## src/rtl/alu_result_buffer.sv

```systemverilog
// Result buffer between the ALU and writeback: a DEPTH-entry FIFO of ALU results
// that emits one word per beat, with wide results split into lower then upper beats.
// Latency: an entry pushed at edge N is presented from edge N on (registered head), never combinationally.
// Backpressure: in_ready = (count < DEPTH) from registered count only; out_ready low holds the current beat.
//
// Ports: clk/rst_n (async active-low); in_* = ALU result handshake and payload;
//        out_* = beat stream toward writeback; status_q = architectural status (to ALU statusIn);
//        count = stored entries (not beats).
module alu_result_buffer #(
    parameter int WIDTH = 32,
    parameter int OPW   = 4,
    parameter int STW   = 4,
    parameter int DEPTH = 4
) (
    input  logic                       clk,
    input  logic                       rst_n,
    input  logic                       in_valid,
    output logic                       in_ready,
    input  logic [OPW-1:0]             in_opcode,
    input  logic [WIDTH-1:0]           in_lower,
    input  logic [WIDTH-1:0]           in_upper,
    input  logic                       in_wide,
    input  logic [STW-1:0]             in_status,
    output logic                       out_valid,
    input  logic                       out_ready,
    output logic [WIDTH-1:0]           out_data,
    output logic [OPW-1:0]             out_opcode,
    output logic                       out_last,
    output logic [STW-1:0]             status_q,
    output logic [$clog2(DEPTH):0]     count
);

    localparam int AW = $clog2(DEPTH);
    localparam int CW = AW + 1;

    typedef struct packed {
        logic [OPW-1:0]   opcode;
        logic [WIDTH-1:0] lower;
        logic [WIDTH-1:0] upper;
        logic             wide;
    } entry_t;

    entry_t          mem [DEPTH];
    logic [AW-1:0]   wr_ptr;
    logic [AW-1:0]   rd_ptr;
    logic [CW-1:0]   count_q;
    logic            beat;

    logic            push;
    logic            pop;
    logic            xfer;
    logic [AW-1:0]   rd_nxt;
    logic [CW-1:0]   count_nxt;
    logic            beat_nxt;
    entry_t          in_entry;
    entry_t          head_nxt;

    assign count     = count_q;
    assign in_ready  = (count_q < CW'(DEPTH));
    assign out_valid = (count_q != '0);
    assign push      = in_valid & in_ready;
    assign xfer      = out_valid & out_ready;
    assign pop       = xfer & out_last;

    always_comb begin
        in_entry        = '0;
        in_entry.opcode = in_opcode;
        in_entry.lower  = in_lower;
        in_entry.upper  = in_upper;
        in_entry.wide   = in_wide;

        rd_nxt = pop ? rd_ptr + AW'(1) : rd_ptr;

        count_nxt = count_q;
        case ({push, pop})
            2'b10:   count_nxt = count_q + CW'(1);
            2'b01:   count_nxt = count_q - CW'(1);
            default: count_nxt = count_q;
        endcase

        // A beat handshake either finishes the entry (back to beat 0) or moves to its upper word.
        beat_nxt = beat;
        if (xfer) begin
            beat_nxt = ~out_last;
        end

        // The head after this edge is the incoming word only when every older entry is gone;
        // otherwise it is already in storage. Full-without-pop cannot alias since push is blocked.
        if (push && (rd_nxt == wr_ptr)) begin
            head_nxt = in_entry;
        end else begin
            head_nxt = mem[rd_nxt];
        end
    end

    // Storage carries no reset: contents are only meaningful behind count.
    always_ff @(posedge clk) begin
        if (push) begin
            mem[wr_ptr] <= in_entry;
        end
    end

    always_ff @(posedge clk or negedge rst_n) begin
        if (!rst_n) begin
            wr_ptr     <= '0;
            rd_ptr     <= '0;
            count_q    <= '0;
            beat       <= 1'b0;
            status_q   <= '0;
            out_data   <= '0;
            out_opcode <= '0;
            out_last   <= 1'b0;
        end else begin
            if (push) begin
                wr_ptr   <= wr_ptr + AW'(1);
                status_q <= in_status;
            end
            rd_ptr  <= rd_nxt;
            count_q <= count_nxt;
            beat    <= beat_nxt;
            // Present the post-edge head; when the buffer drains the last values are left in place.
            if (count_nxt != '0) begin
                out_opcode <= head_nxt.opcode;
                out_data   <= beat_nxt ? head_nxt.upper : head_nxt.lower;
                out_last   <= beat_nxt | ~head_nxt.wide;
            end
        end
    end

endmodule

```

## config.mk

```make
export PLATFORM = sky130hd
export DESIGN_NAME = alu_result_buffer
export DESIGN_NICKNAME = d
export VERILOG_FILES = /design/src/rtl/alu_result_buffer.sv
export SDC_FILE = /design/constraint.sdc
export NUM_CORES = 1
export LEC_CHECK = 0
export CAP_MARGIN = 20
export CORE_ASPECT_RATIO = 0.9
export CORE_UTILIZATION = 50
export DETAILED_ROUTE_END_ITERATION = 10
export PLACE_DENSITY = 0.75
export SLEW_MARGIN = 25
export SYNTH_ARGS = -nofsm -noshare
export SYNTH_HDL_FRONTEND = slang
export SYNTH_SLANG_ARGS = --single-unit
```

## constraint.sdc

```tcl
create_clock -name clk -period 3.9 [get_ports clk]
set_input_delay 0.585 -clock clk [delete_from_list [all_inputs] [get_ports clk]]
set_output_delay 0.585 -clock clk [all_outputs]
set_load 0.01 [all_outputs]
```

; ---- Word level (Yosys, flattened, before mapping)
; Memories as Yosys holds them, arrays and structs flattened.
; Index checks and enable logic that the tools add are counted.
; W data, S select, Z words.
[word_totals]
wordCells = 33
ram_bits = 276
memories = 1
register_bits = 49
[mem_list]
columns = memory, words, width, read_ports, rd_ports_with_merged_regs, write_ports, line
row1 = mem, 4, 69, 1, 0, 1, 43  ; entry_t mem [DEPTH];
[op_classes]
add_sub_neg = 4
n_eq_ne = 3
order_cmp = 1
bitwise = 6
n_reduce_logical = 3
mux = 7
[ops]
columns = operator, count
row1 = $mux W69, 1
row2 = $mux W32, 1
row3 = $pmux W3 S2, 1
row4 = $reduce_bool A3 Y1, 2
row5 = $add A2 B1 Y2 const B, 2
row6 = $add A3 B1 Y3 const B, 1
row7 = $and A1 B1 Y1, 3
row8 = $lt A3 B3 Y1 const B, 1
row9 = $mux W1, 3
row10 = $sub A3 B1 Y3 const B, 1
row11 = $eq A2 B1 Y1 const B, 1
row12 = $eq A2 B2 Y1, 1
row13 = $eq A2 B2 Y1 const B, 1
row14 = $mux W2, 1
row15 = $not A1 Y1, 2
row16 = $logic_and A1 B1 Y1, 1
row17 = $or A1 B1 Y1, 1

; ---- Longest topological paths before layout
[logic_depth]
depth_word = 9
depth_mapped = 15
ltp_nobuf = 11

; ---- Worst setup path after synthesis
; Ideal clock, no wire load.
[synth_timing]
kind = input -> register
start = input out_ready
end = register out_data[1]
t_arrival_ps = 3727
required_time_ps = 3779
n_path_buf = 4
setup_time_ps = 121
setup_slack_ps = 52
path_stages = 14
path_cell_list = o311ai_4 inv_2 clkbuf_1 clkbuf_1 ha_1 inv_1 fa_1 xor2_1 or3_1 nand3_1 clkbuf_1 clkbuf_1 o21ai_0 o22a_1
[synth_via]
elab_chain_cells = 7
elab_cells_between_ends = 13
cone_classes = eq/ne: 3 / mux: 5 / bitwise: 2 / reduce/logical: 2 / memory: 1
[synth_lines]
columns = element, line
row1 = start: declaration, 25  ; input logic out_ready,
row2 = $and A1 B1 Y1 (*), 62  ; assign xfer = out_valid & out_ready;
row3 = branches (longest 6 deep; another with $mem_v2 Z4 W69), -
row4 = end signal: assignment, 124  ; out_data <= beat_nxt ? head_nxt.upper : head_nxt.lower;
row5 = end: declaration, 26  ; output logic [WIDTH-1:0] out_data,
; Mark *: on every way between the ends.
; A chain may end at the register's enable or synchronous reset.

; ---- Worst setup path in the final report
[layout_timing]
start = register count_q[0], in the netlist count[0]
end = register out_data[13]
[layout_via]
elab_chain_cells = 8
elab_cells_between_ends = 18
cone_classes = add/sub: 2 / order compare: 1 / eq/ne: 3 / mux: 5 / bitwise: 3 / reduce/logical: 3 / memory: 1
[layout_lines]
columns = element, line
row1 = start: declaration, 46  ; logic [CW-1:0] count_q;
row2 = start signal: assignment, 119  ; count_q <= count_nxt;
row3 = branches (longest 8 deep; another with $mem_v2 Z4 W69), -
; Several ways; the timed one is not identified.

==> impl_metrics.json <==
{
  "status": "finished clean",
  "min_path_type": "input pin to asynchronous set/reset pin",
  "cts_setup_buffers": 0,
  "slowest_delay_ps": 570,
  "period_minus_slack_ps": 3340,
  "die_h_um": 169,
  "finalCritPeriodShare": 0.856,
  "ctsHoldBuffers": 0,
  "synth_nets": 1303,
  "overflow": 0,
  "synth-edff-count": 276,
  "dr.pass1.iters": 6,
  "die_width_um": 187,
  "worst_slew_pin_slew_ps": 1030,
  "path_class": "register to register",
  "final_common_cell": "edfxtp_1",
  "die-area_mm2": 0.0315,
  "drt_wl_total_um": 39700,
  "synth.distinct_cells": 49,
  "synth_area_mm2": 0.0154,
  "start_kind": "register",
  "ir_worst_vdd_uv": 866,
  "fmax_ghz": 0.299,
  "syn_inst": 1220,
  "crit_fanout": 8,
  "cap_violations": 0,
  "cts_resized": 0,
  "crit_arrival_ps": 3720,
  "wl_per_cell_um": 22.6,
  "swShare": 0.379,
  "switching_power_uw": 5710,
  "cts.sinks": 325,
  "htree_levels": 2,
  "synth-async-reset-ratio": 0.151,
  "vias_per_cell": 6.22,
  "grt_max_degree": 170,
  "hpwl_um": 23900,
  "critPathMostFrequentCell": "and3_1",
  "slew_headroom": 0.315,
  "worstPathCellList": "o311ai_4 > inv_4 > ha_1 > inv_1 > fa_1 > nor2b_1 > a21o_1 > and3_1 > nor2_1 > and3_1 > nor3_1",
  "timing.final.max_slew_violations": 0,
  "worstSkewPairLatency_ps": 510,
  "port_buffers": 122,
  "drc_errors": 0,
  "clkPwrFrac": 0.215,
  "ios": 123,
  "cp_slowest_cell": "nor2_1",
  "drtIter0Drc": 1055,
  "cts_tree": "yes",
  "finalSetupViolations": 0,
  "p_leak_uw": 0.00681,
  "critical-path-top-delay-family": "simple AND/OR/NAND/NOR gates",
  "ant_nets": 0,
  "p_int_uw": 9350,
  "syn_avg_cell_area_um2": 12.6,
  "crit_buf_inv": 2,
  "total_power_uw": 15100,
  "seq_power_share": 0.343,
  "vias": 10900,
  "synth_ff_type": "edfxtp_1",
  "core.rowCount": 60,
  "antenna_found_initial": 1,
  "clock_path_buffers": 3,
  "drive_gt1_frac": 0.0984,
  "clk_pin_slew_ps": 60,
  "ys.warnings.count": 0,
  "fillers": 2302,
  "area_growth_pct": 18.9,
  "grt_usage": 0.251,
  "gp_congestion": 0.831,
  "worstPathRequired_ps": 4280,
  "cts_made_buffers": 35,
  "rsz0062_at_grt": "no",
  "start_util": 0.512,
  "synth-seq-area-share": 0.618,
  "grt_pass1_wl_um": 61500,
  "crit_path_end_kind": "register",
  "most-common-layout-cells": "276 x edfxtp_1, 193 x nand2_1, 173 x mux2i_1, 121 x clkdlybuf4s50_1, 75 x a21oi_1",
  "power_density_mw_per_mm2": 822,
  "clock_skew_ps": 12.1,
  "grt_pass1_vias": 11100,
  "final_nets": 1408,
  "hold_viol": 0,
  "comb_power_share": 0.442,
  "tns_ps": 0,
  "ys_ff_latch": 325,
  "core_area_mm2": 0.0301,
  "root_buffer": "clkbuf_16"
}
power groups by stage:
stage	logic [µW]	clock network, µW	registers (µW)
6_report	6650	3240	5170
2_1_floorplan	4320	0	5040
4_1_cts	6600	3280	5150
3_5_place_dp	6540	0	5210
3_3_place_gp	6360	0	5190
5_1_grt	7130	3410	5230
path summary, 6_finish.rpt:
kind / start / endpoint / cells after the start / slack, ps
min in group clk: status_q[2] / status_q[2] / 2 / 470
max in group asynchronous: rst_n / out_opcode[1] / 2 / 3060
worst min register to register: status_q[2] / status_q[2] / 2 / 470
worst max register to register: count[0] / out_data[13] / 11 / 560
worst max-delay path: count[0] / out_data[13] / 11 / 560
worst min-delay path: rst_n / status_q[3] / 1 / 90
cell families after synthesis:
| family | synth area share |
|---|---|
| muxes | 0.147 |
| DFF | 0.618 |
| and+or+nand+nor | 0.100 |
| adders and majority gates | 0.00536 |
| AOI/OAI and AO/OA | 0.101 |
| buffers and inverters | 0.0266 |
| xor gates and xnor gates | 0.00284 |
worst reg2reg max path, delay by kind of cell, from the launching register on:
family / cells / cell delay, ps
adders and majority gates: 2 / 640
DFF: 1 / 510
and+or+nand+nor: 5 / 1290
AOI/OAI and AO/OA: 2 / 640
buffers and inverters: 2 / 150
final cells by class:
cell class	instances	area, µm²	area share
Timing Repair Buffer	159	1600	0.0872
Tap cell	403	504	0.0275
Clock inverter	5	52.6	0.00287
Sequential cell	325	9520	0.520
Inverter	15	58.8	0.00321
Clock buffer	58	1080	0.0592
Multi-Input combinational cell	789	5500	0.300
Antenna cell	1	2.50	0.000137
through the flow:
stage | worst slack [ps] | hold WS, ps | util | area, µm² | instances
after CTS | 620 | 281 | 0.608 | 18300 | 1754
final | 560 | 91.2 | 0.608 | 18300 | 1755
after global routing | 445 | 114 | 0.608 | 18300 | 1755
after global placement | 147 | 459 | 0.570 | 17200 | 1691
after detailed placement | 146 | 465 | 0.570 | 17200 | 1691
after floorplan | 52.1 | 289 | - | 15400 | 1220
registers in the layout (all words and copies together), names as in the netlist:
register and flops:
mem 276, out_data 32, out_opcode 4, status_q 4, count 3, rd_ptr 2
wr_ptr 2, beat 1, out_last 1
routing by layer:
layer,up-vias,wire length [µm],global-route usage
met2,584,19100,0.416
met4,0,839,0.0763
met3,77,3680,0.0454
met5,-,0,0
li1,4883,-,-
met1,5364,16100,0.340
cells in the mapped netlist (2+ instances only):
library cell    n  area share
ha_1            5      0.0041
a21oi_1        75       0.024
a31o_2          7      0.0040
nor3b_1         2     0.00097
buf_2           6      0.0019
nand2_1       194       0.047
a31oi_1         4      0.0016
dfrtp_1        49       0.080
clkbuf_1       72       0.018
o22a_1          4      0.0023
and2_1         12      0.0049
xnor2_1         3      0.0017
buf_1          12      0.0029
nor4_1         24      0.0097
nor2_1          6      0.0015
edfxtp_1      276        0.54
nand2b_1        2     0.00081
a211oi_1       33       0.016
nand3_1        44       0.014
and3_1          2     0.00081
o32ai_1         2      0.0011
o221ai_1        7      0.0040
a221oi_1        8      0.0045
mux4_2         23       0.034
mux2i_1       173        0.11
o22ai_1        52       0.021
or4_1           3      0.0015
nor3_1         17      0.0055
xor2_1          2      0.0011
or3_1          22      0.0089
nor2b_1         7      0.0028
inv_1          14      0.0034
o21ai_0        41       0.013
a221o_1         2      0.0013
(Power assumes the default switching activity.)
